<file path="src/rtl/cdb_arbiter_pkg.sv">
`default_nettype none
// ============================================================================
//  Module      : cdb_arbiter_pkg
//  Description : Shared types and constants for the common-data-bus arbiter:
//                ROB tag width, default requester count, broadcast bus
//                struct and a tag-match helper for CDB snoopers.
//  Revision    : 1.0  initial release
// ============================================================================
package cdb_arbiter_pkg;

    // Width of a reorder-buffer tag carried on the broadcast bus
    localparam int ROB_WIDTH = 6;

    // Default number of requesters sharing the bus
    localparam int N_CDB_REQ = 4;

    // Registered broadcast bus
    typedef struct packed {
        logic                 valid;
        logic [ROB_WIDTH-1:0] tag;
        logic [31:0]          data;
    } cdb_t;

    // True when the bus carries a valid result for the given tag
    function automatic logic tag_match(input cdb_t bus, input logic [ROB_WIDTH-1:0] tag);
        return bus.valid && (bus.tag == tag);
    endfunction

endpackage : cdb_arbiter_pkg
`default_nettype wire

</file>
<file path="src/rtl/cdb_arbiter_rr_pick.sv">
`default_nettype none
// ============================================================================
//  Module      : rr_pick
//  Description : Rotate-and-pick: returns a one-hot grant for the first set
//                request bit found searching from i_ptr upward (mod N_REQ).
//                With i_ptr tied to zero this is plain lowest-index priority.
//  Revision    : 1.0  initial release
// ============================================================================
module rr_pick #(
    parameter int N_REQ = 4,
    parameter int PTR_W = 2
) (
    input  logic [N_REQ-1:0] i_req,
    input  logic [PTR_W-1:0] i_ptr,
    output logic [N_REQ-1:0] o_grant
);

    logic [2*N_REQ-1:0] w_req_dbl;
    logic [N_REQ-1:0]   w_req_rot;
    logic [N_REQ-1:0]   w_gnt_rot;
    logic [2*N_REQ-1:0] w_gnt_dbl;

    // Rotate requests right by ptr so the search always starts at bit 0
    always_comb begin
        w_req_dbl = {i_req, i_req} >> i_ptr;
        w_req_rot = w_req_dbl[N_REQ-1:0];
    end

    // Lowest set bit of the rotated vector wins
    always_comb begin
        w_gnt_rot = '0;
        for (int i = 0; i < N_REQ; i++) begin
            if (w_req_rot[i] && (w_gnt_rot == '0)) begin
                w_gnt_rot[i] = 1'b1;
            end
        end
    end

    // Rotate the grant back left by ptr; the upper half holds the wrapped result
    always_comb begin
        w_gnt_dbl = {w_gnt_rot, w_gnt_rot} << i_ptr;
        o_grant   = w_gnt_dbl[2*N_REQ-1:N_REQ];
    end

endmodule : rr_pick
`default_nettype wire

</file>
<file path="src/rtl/cdb_arbiter.sv">
`default_nettype none
// ============================================================================
//  Module      : cdb_arbiter
//  Description : Common-data-bus arbiter. Grants at most one valid requester
//                per cycle and broadcasts its tag/data on a registered bus
//                one cycle later. Flush and reset suppress all grants.
//                Macro CDB_ROUND_ROBIN_EN selects round-robin arbitration;
//                without it, lowest valid index wins and no pointer exists.
//  Revision    : 1.0  initial release
// ============================================================================
module cdb_arbiter
    import cdb_arbiter_pkg::*;
#(
    parameter int N_REQ = N_CDB_REQ
) (
    input  logic                                clk,
    input  logic                                reset,
    input  logic                                flush,
    input  logic [N_REQ-1:0]                    req_valid,
    input  logic [N_REQ-1:0][ROB_WIDTH-1:0]     req_tag,
    input  logic [N_REQ-1:0][31:0]              req_data,
    output logic [N_REQ-1:0]                    req_ready,
    output cdb_t                                cdb
);

    localparam int PTR_W = (N_REQ > 1) ? $clog2(N_REQ) : 1;

    logic [N_REQ-1:0]     w_req_eff;
    logic [N_REQ-1:0]     w_grant;
    logic                 w_any;
    logic [PTR_W-1:0]     w_ptr;
    logic [ROB_WIDTH-1:0] w_sel_tag;
    logic [31:0]          w_sel_data;
    cdb_t                 r_cdb;

    // Flush and reset mask every request so nothing can be accepted
    assign w_req_eff = req_valid & {N_REQ{~(flush | reset)}};

`ifdef CDB_ROUND_ROBIN_EN
    logic [PTR_W-1:0] r_ptr;
    logic [PTR_W-1:0] w_gnt_idx;

    // Binary index of the granted requester
    always_comb begin
        w_gnt_idx = '0;
        for (int i = 0; i < N_REQ; i++) begin
            if (w_grant[i]) begin
                w_gnt_idx = PTR_W'(i);
            end
        end
    end

    // Pointer moves one past the winner, wrapping at N_REQ; holds otherwise
    always_ff @(posedge clk) begin
        if (reset) begin
            r_ptr <= '0;
        end else if (w_any) begin
            if (w_gnt_idx == PTR_W'(N_REQ - 1)) begin
                r_ptr <= '0;
            end else begin
                r_ptr <= w_gnt_idx + 1'b1;
            end
        end
    end

    assign w_ptr = r_ptr;
`else
    // Search always starts at requester 0: fixed lowest-index priority
    assign w_ptr = '0;
`endif

    rr_pick #(
        .N_REQ (N_REQ),
        .PTR_W (PTR_W)
    ) u_rr_pick (
        .i_req   (w_req_eff),
        .i_ptr   (w_ptr),
        .o_grant (w_grant)
    );

    assign w_any     = |w_grant;
    assign req_ready = w_grant;

    // One-hot AND-OR mux of the winner's tag and data
    always_comb begin
        w_sel_tag  = '0;
        w_sel_data = '0;
        for (int i = 0; i < N_REQ; i++) begin
            w_sel_tag  = w_sel_tag  | (req_tag[i]  & {ROB_WIDTH{w_grant[i]}});
            w_sel_data = w_sel_data | (req_data[i] & {32{w_grant[i]}});
        end
    end

    // Broadcast register: load on grant, otherwise drop valid and keep payload
    always_ff @(posedge clk) begin
        if (reset) begin
            r_cdb <= '0;
        end else if (w_any) begin
            r_cdb.valid <= 1'b1;
            r_cdb.tag   <= w_sel_tag;
            r_cdb.data  <= w_sel_data;
        end else begin
            r_cdb.valid <= 1'b0;
        end
    end

    assign cdb = r_cdb;

endmodule : cdb_arbiter
`default_nettype wire

</file>
<file path="config.mk">
export PLATFORM = sky130hd
export DESIGN_NAME = cdb_arbiter
export DESIGN_NICKNAME = d
export VERILOG_FILES = /design/src/rtl/cdb_arbiter_pkg.sv /design/src/rtl/cdb_arbiter_rr_pick.sv /design/src/rtl/cdb_arbiter.sv
export SDC_FILE = /design/constraint.sdc
export NUM_CORES = 1
export LEC_CHECK = 0
export ABC_AREA = 1
export CORE_MARGIN = 5
export CORE_UTILIZATION = 35
export CTS_CLUSTER_DIAMETER = 40
export DETAILED_ROUTE_END_ITERATION = 10
export PLACE_DENSITY = 0.83
export SYNTH_ARGS = -nofsm -noshare
export SYNTH_HDL_FRONTEND = slang
export SYNTH_SLANG_ARGS = --single-unit
export TNS_END_PERCENT = 50
</file>
<file path="constraint.sdc">
create_clock -name clk -period 1.3 [get_ports clk]
set_input_delay 0.26 -clock clk [delete_from_list [all_inputs] [get_ports clk]]
set_output_delay 0.26 -clock clk [all_outputs]
set_load 0.005 [all_outputs]
</file>
==> results.sh, run 1 <==
export IMPL_outcome="complete, no violations"
export IMPL_clkLatencyLatePin_ns=0.30
export IMPL_hold_path_cell_count=6
export IMPL_routed_wl_mm=13.1
export IMPL_cpMostUsedCell="buf_8"
export IMPL_crit_type="in2reg"
export IMPL_holdPathEnd="cdb[11]$_SDFFE_PP0P_"
export IMPL_ant_nets=0
export IMPL_timing_critical_path_buf_inv=5
export IMPL_drtIter0Drc=233
export IMPL_grt_util_all_layers_pct=25.6
export IMPL_cp_startpoint="reset"
export IMPL_row_count=32
export IMPL_finClkSkew_ns=0
export IMPL_clock_sinks=39
export IMPL_multi_input_area_mm2=0.00179
export IMPL_io_buffers=201
export IMPL_die_x_um=97.9
export IMPL_p_per_area_mw_per_mm2=719
export IMPL_yosys_cell_types_count=22
export IMPL_netlist_area_mm2=0.00271
export IMPL_slew_violations=0
export IMPL_max_cap_violations=0
export IMPL_r2r_end="cdb[11]$_SDFFE_PP0P_"
export IMPL_areaGrowthSynthToFinish_pct=95.1
export IMPL_netSwitchingFraction_pct=31.3
export IMPL_syn_inst=444
export IMPL_finalHoldViolations=0
export IMPL_cts_root_buf="clkbuf_8"
export IMPL_slowest_delay_ns=0.16
export IMPL_die_height_um=97.9
export IMPL_switchingPower_mw=1.19
export IMPL_core_area_mm2=0.00761
export IMPL_finalCritPeriodShare_pct=96.9
export IMPL_grt_overflow=0
export IMPL_stdcell_area_mm2=0.00528
export IMPL_dpl_cell_count=725
export IMPL_cp_required_ns=1.50
export IMPL_critPathArrivalTime_ns=1.46
export IMPL_wl_per_cell_um=17.5
export IMPL_crit_fanout=7
export IMPL_rsz0062_at_grt="true"
export IMPL_dpl_instance_area_mm2=0.00484
export IMPL_cts_buffers=5
export IMPL_cpLargestDelayFamily="buffers and inverters"
export IMPL_dieArea_mm2=0.00959
export IMPL_ys_ff_latch=39
export IMPL_p_comb_share_pct=41.7
export IMPL_route_detailed_drc=0
export IMPL_ios=202
export IMPL_nets=803
export IMPL_start_util_pct=35.6
export IMPL_hp_class="in2reg"
export IMPL_hold_start="req_valid[1]"
export IMPL_final_setup_viol_count=0
export IMPL_antenna_found_initial=0
export IMPL_drive_gt1_share_pct=14.0
export IMPL_fmax_mhz=794
export IMPL_firstDrtPassIters=5
export IMPL_vias=4099
export IMPL_p_leak_nw=2.32
export IMPL_power_mw=3.80
export IMPL_r2r_start="cdb[11]$_SDFFE_PP0P_"
export IMPL_seqCellArea_um2=792
export IMPL_power_frac_seq_pct=36.4
export IMPL_crit_chain="buf_8 -> nor2_8 -> buf_8 -> o21ai_4 -> buf_6 -> nand3_4 -> buf_12 -> clkbuf_16 -> nand3_2 -> nor2_2 -> nor2_1"
export IMPL_startpoint_type="primary input"
export IMPL_vias_per_cell=5.49
export IMPL_clock_path_buffers=2
export IMPL_cts_hold_buf=0
export IMPL_reg2reg_depth=4
export IMPL_intPower_mw=2.61
export IMPL_crit_slowest_cell="buf_12"
export IMPL_tightestPinTransition_ns=0.452
export IMPL_maxSlewHeadroom_pct=69.9
export IMPL_regToRegSetupSlack_ns=0.57
export IMPL_grt_pass1_vias=4051
export IMPL_finalNonFillerCells=747
export IMPL_num_fill_cells=667
export IMPL_irDropWorstVdd_mv=0.348
export IMPL_clkSlewWorstSetupHoldPaths_ns=0.09
export IMPL_synthesis_nets=603
export IMPL_min_period_ns=1.26
export IMPL_largest_reg_flops=39
export IMPL_finalCoreUtilization_pct=69.4
export IMPL_end_kind="flop"
export IMPL_diodes=0
export IMPL_syn_area_per_cell_um2=6.09
export IMPL_htree_levels=2
export IMPL_tritoncts="done"
export IMPL_grt_pass1_wl_mm=20.2
export IMPL_yosysSeqAreaShare_pct=28.9
export IMPL_grt_max_degree=55
export IMPL_hpwl_mm=8.92
export IMPL_synth_warnings=0
export IMPL_finalWeightedCongestion=0.865
export IMPL_power_frac_clock_pct=21.9
## power groups by stage
stage | combinational [mW] | clock [mW] | sequential [mW]
floorplan | 0.531 | 0 | 1.41
global placement | 1.41 | 0 | 1.40
detailed placement | 1.44 | 0 | 1.41
CTS | 1.52 | 0.847 | 1.38
global route | 1.71 | 0.902 | 1.40
finish | 1.58 | 0.832 | 1.38
## cells in the mapped netlist, drive strengths merged
master	instances	area share [%]
dfxtp	39	29
nor2	79	12
clkbuf	15	2.1
nor3	1	0.18
inv	9	1.2
nand2	80	11
nand3	113	21
o21ai	39	7.6
buf	28	6.3
a21oi	1	0.18
nand4	40	9.3
## cell families after synthesis
kind of cell,Yosys count,synth area share (%)
simple gates,313,53.7
buf+inv,52,9.67
compound gates,40,7.82
flops,39,28.9
## layout make-up
type | count | area share [%]
flip-flops and latches | 39 | 15.0
clock buffers | 5 | 1.30
multi-input cells | 353 | 33.9
well taps | 102 | 2.42
clock inverters | 3 | 0.379
repair buffers | 236 | 46.2
inverters | 9 | 0.735
## cells in the final DEF, fill, tap and decap left out, drive strengths merged
cell type / synthesis / layout
dlygate4sd2: 0 / 39
inv: 9 / 9
o21ai: 39 / 39
clkdlybuf4s50: 0 / 152
nand4: 40 / 40
clkbuf: 15 / 8
nor2: 79 / 79
nor3: 1 / 1
a21oi: 1 / 1
clkinvlp: 0 / 2
bufbuf: 0 / 1
nand3: 113 / 113
clkdlybuf4s15: 0 / 1
clkinv: 0 / 1
buf: 28 / 39
dlymetal6s2s: 0 / 1
nand2: 80 / 80
dfxtp: 39 / 39
## repair_timing
action                     4_1_cts  5_1_grt
buffers inserted                 7        3
setup endpoints to repair       82       39
gates cloned                     5        2
pin swaps                        4       22
resized for setup               92       47
## routing by layer
layer	wire length (µm)	up-vias	global-route usage, %	part of all wire, %
met5	0	-	0	0
met4	467	0	10.1	3.6
met3	1240	39	5.86	9.5
met2	6520	226	46.0	50
met1	4850	1905	29.3	37
li1	-	1929	-	-
## worst max path at each step
stage	end	cells after the start
3_5_place_dp	req_ready[3]	6
4_1_cts	cdb[0]	1
5_1_grt	cdb[17]$_SDFFE_PP0P_	11
2_1_floorplan	cdb[0]$_SDFFE_PP0P_	8
3_3_place_gp	req_ready[3]	6
6_report	cdb[35]$_SDFFE_PP0P_	11
## stage by stage
stage               hold WS (ns)  TNS, ns  worst slack, ns
CTS                        0.444   -0.114           -0.114
global route               0.507   -0.165          -0.0221
detailed placement         0.500   -26.31           -0.708
floorplan                  0.477        0            0.129
finish                     0.475        0           0.0403
global placement           0.494   -24.66           -0.692
## worst reg2reg max path, cell delays in order, from the launching register on
cell	delay, ns
dfxtp_2	0.36
inv_1	0.05
nand4_1	0.07
nand2_1	0.05
a21oi_1	0.13
Note: power is estimated with default switching activity, not from simulation.
==> run 2, diff against run 1 <==
Settings changed: CORE_ASPECT_RATIO set to 0.7, CORE_UTILIZATION 35 to 49, DONT_BUFFER_PORTS set to 1, PLACE_DENSITY 0.83 to unset.
==> run 2 against run 1 <==
Against the previous run: clock skew unchanged; utilization shrank 14 points; die area shrank 26%; via count down 25%; non-clock buffer count decreased by 213; clock power rose by 7.2%; wire length fell by 28%; combinational power shrank 58%; largest cell class is now multi-input combinational cells.
==> results.sh, run 2 (synthesis gave the netlist of run 1 again) <==
export IMPL_outcome="complete, no violations"
export IMPL_drtIter0Drc=113
export IMPL_cp_required_ns=1.04
export IMPL_vias_per_cell=6.14
export IMPL_whs_ns=0.209
export IMPL_regToRegSetupSlack_ns=0.52
export IMPL_slowest_delay_ns=0.24
export IMPL_min_period_ns=1.18
export IMPL_stdcell_area_mm2=0.00290
export IMPL_end_kind="output port"
export IMPL_routed_wl_mm=9.46
export IMPL_vias=3094
export IMPL_fmax_mhz=847
export IMPL_hp_class="in2reg"
export IMPL_finalWeightedCongestion=0.842
export IMPL_timing_critical_path_buf_inv=2
export IMPL_route_detailed_drc=0
export IMPL_finalCritPeriodShare_pct=90.9
export IMPL_start_util_pct=51.2
export IMPL_fin_ws_ns=0.119
export IMPL_io_buffers=0
export IMPL_post_cts_setup_buffers=0
export IMPL_critPathArrivalTime_ns=0.92
export IMPL_largest_reg_flops=39
export IMPL_tritoncts="done"
export IMPL_finalHoldViolations=0
export IMPL_finClkSkew_ns=0
export IMPL_clkSlewWorstSetupHoldPaths_ns=0.08
export IMPL_clock_path_buffers=2
export IMPL_grt_max_degree=41
export IMPL_row_count=22
export IMPL_grt_pass1_vias=2907
export IMPL_startpoint_type="primary input"
export IMPL_crit_chain="nor2_8 -> buf_4 -> nand4_1 -> inv_1"
export IMPL_cts_root_buf="clkbuf_8"
export IMPL_nets=590
export IMPL_crit_cells=4
export IMPL_core_area_mm2=0.00529
export IMPL_wl_per_cell_um=18.8
export IMPL_die_height_um=72.2
export IMPL_p_leak_nw=1.25
export IMPL_crit_slowest_cell="buf_4"
export IMPL_grt_overflow=0
export IMPL_ant_nets=0
export IMPL_pre_cts_ws_ns=0.0654
export IMPL_areaGrowthSynthToFinish_pct=7.31
export IMPL_cpLargestDelayFamily="buffers and inverters"
export IMPL_antenna_found_initial=0
export IMPL_ios=202
export IMPL_finalCoreUtilization_pct=54.9
export IMPL_r2r_end="cdb[11]$_SDFFE_PP0P_"
export IMPL_diodes=0
export IMPL_clkLatencyLatePin_ns=0.28
export IMPL_hpwl_mm=7.05
export IMPL_setup_tns_ns=0
export IMPL_final_setup_viol_count=0
export IMPL_p_per_area_mw_per_mm2=1020
export IMPL_rsz0062_at_grt="false"
export IMPL_maxSlewHeadroom_pct=76.5
export IMPL_reg2reg_depth=4
export IMPL_max_cap_violations=0
export IMPL_drive_gt1_share_pct=8.80
export IMPL_crit_fanout=17
export IMPL_grt_pass1_wl_mm=14.8
export IMPL_dpl_cell_count=496
export IMPL_die_x_um=98.8
export IMPL_setup_worst_path_end="req_ready[2]"
export IMPL_finalNonFillerCells=504
export IMPL_cts_resized_gates=0
export IMPL_dpl_instance_area_mm2=0.00280
export IMPL_final_cell_mix="112 x nand3_1, 78 x nand2_1, 77 x nor2_1, 40 x nand4_1, 39 x dfxtp_1"
export IMPL_grt_util_all_layers_pct=25.6
export IMPL_tightestPinTransition_ns=0.352
export IMPL_cts_buffers=5
export IMPL_htree_levels=2
export IMPL_clock_sinks=39
export IMPL_slew_violations=0
export IMPL_cp_startpoint="reset"
export IMPL_final_common_cell="nand3_1"
export IMPL_power_mw=2.97
export IMPL_dieArea_mm2=0.00713
export IMPL_cts_hold_buf=0
export IMPL_irDropWorstVdd_mv=0.378
export IMPL_firstDrtPassIters=5
export IMPL_crit_type="in2out"
export IMPL_r2r_start="cdb[11]$_SDFFE_PP0P_"
==> run 2: cell types whose count changed in the layout (fill, tap and decap cells not counted), sizes merged <==
cell,delta
clkdlybuf4s50,-152
dlygate4sd2,-39
buf,-16
clkinvlp,-2
bufbuf,-1
clkdlybuf4s15,-1
clkinv,-1
dlymetal6s2s,-1
==> run 2: worst reg2reg max path, delay by kind of cell (launching register included) <==
| family | cells | cell delay, ns |
|---|---|---|
| AO/OA/AOI/OAI | 1 | 0.11 |
| flip-flops | 1 | 0.39 |
| AND/OR/NAND/NOR | 2 | 0.14 |
| buffers and inverters | 1 | 0.06 |
==> run 2: how the worst min path moves through the flow <==
stage          cells past startpoint                   end          start
2_1_floorplan                      2  cdb[11]$_SDFFE_PP0P_  req_data[107]
3_3_place_gp                       4  cdb[32]$_SDFFE_PP0P_     req_tag[0]
3_5_place_dp                       4  cdb[36]$_SDFFE_PP0P_     req_tag[4]
4_1_cts                            4  cdb[36]$_SDFFE_PP0P_     req_tag[4]
5_1_grt                            4  cdb[34]$_SDFFE_PP0P_     req_tag[2]
6_report                           4  cdb[36]$_SDFFE_PP0P_     req_tag[4]
==> run 2: cell type report <==
| class | count | area, µm² |
|---|---|---|
| Timing Repair Buffer | 23 | 235 |
| Sequential cell | 39 | 781 |
| Inverter | 9 | 33.8 |
| Clock buffer | 8 | 100 |
| Multi-Input combinational cell | 353 | 1660 |
| Tap cell | 72 | 90.1 |
| Fill cell | 552 | 2380 |
==> run 2: report_power, final <==
part           internal (mW)  switching [mW]  leakage [nW]
sequential              1.32           0.104         0.323
combinational          0.263           0.395         0.873
clock                  0.485           0.407        0.0515
==> run 2: routing by layer <==
metal  share of wire [%]  vias up  track usage [%]  routed length, µm
met5                   0        -                0                  0
met4                0.73        0             4.55                 69
met3                  11        6             9.41               1090
met2                  48      169             43.2               4500
met1                  40     1425             31.8               3810
li1                    -     1494                -                  -
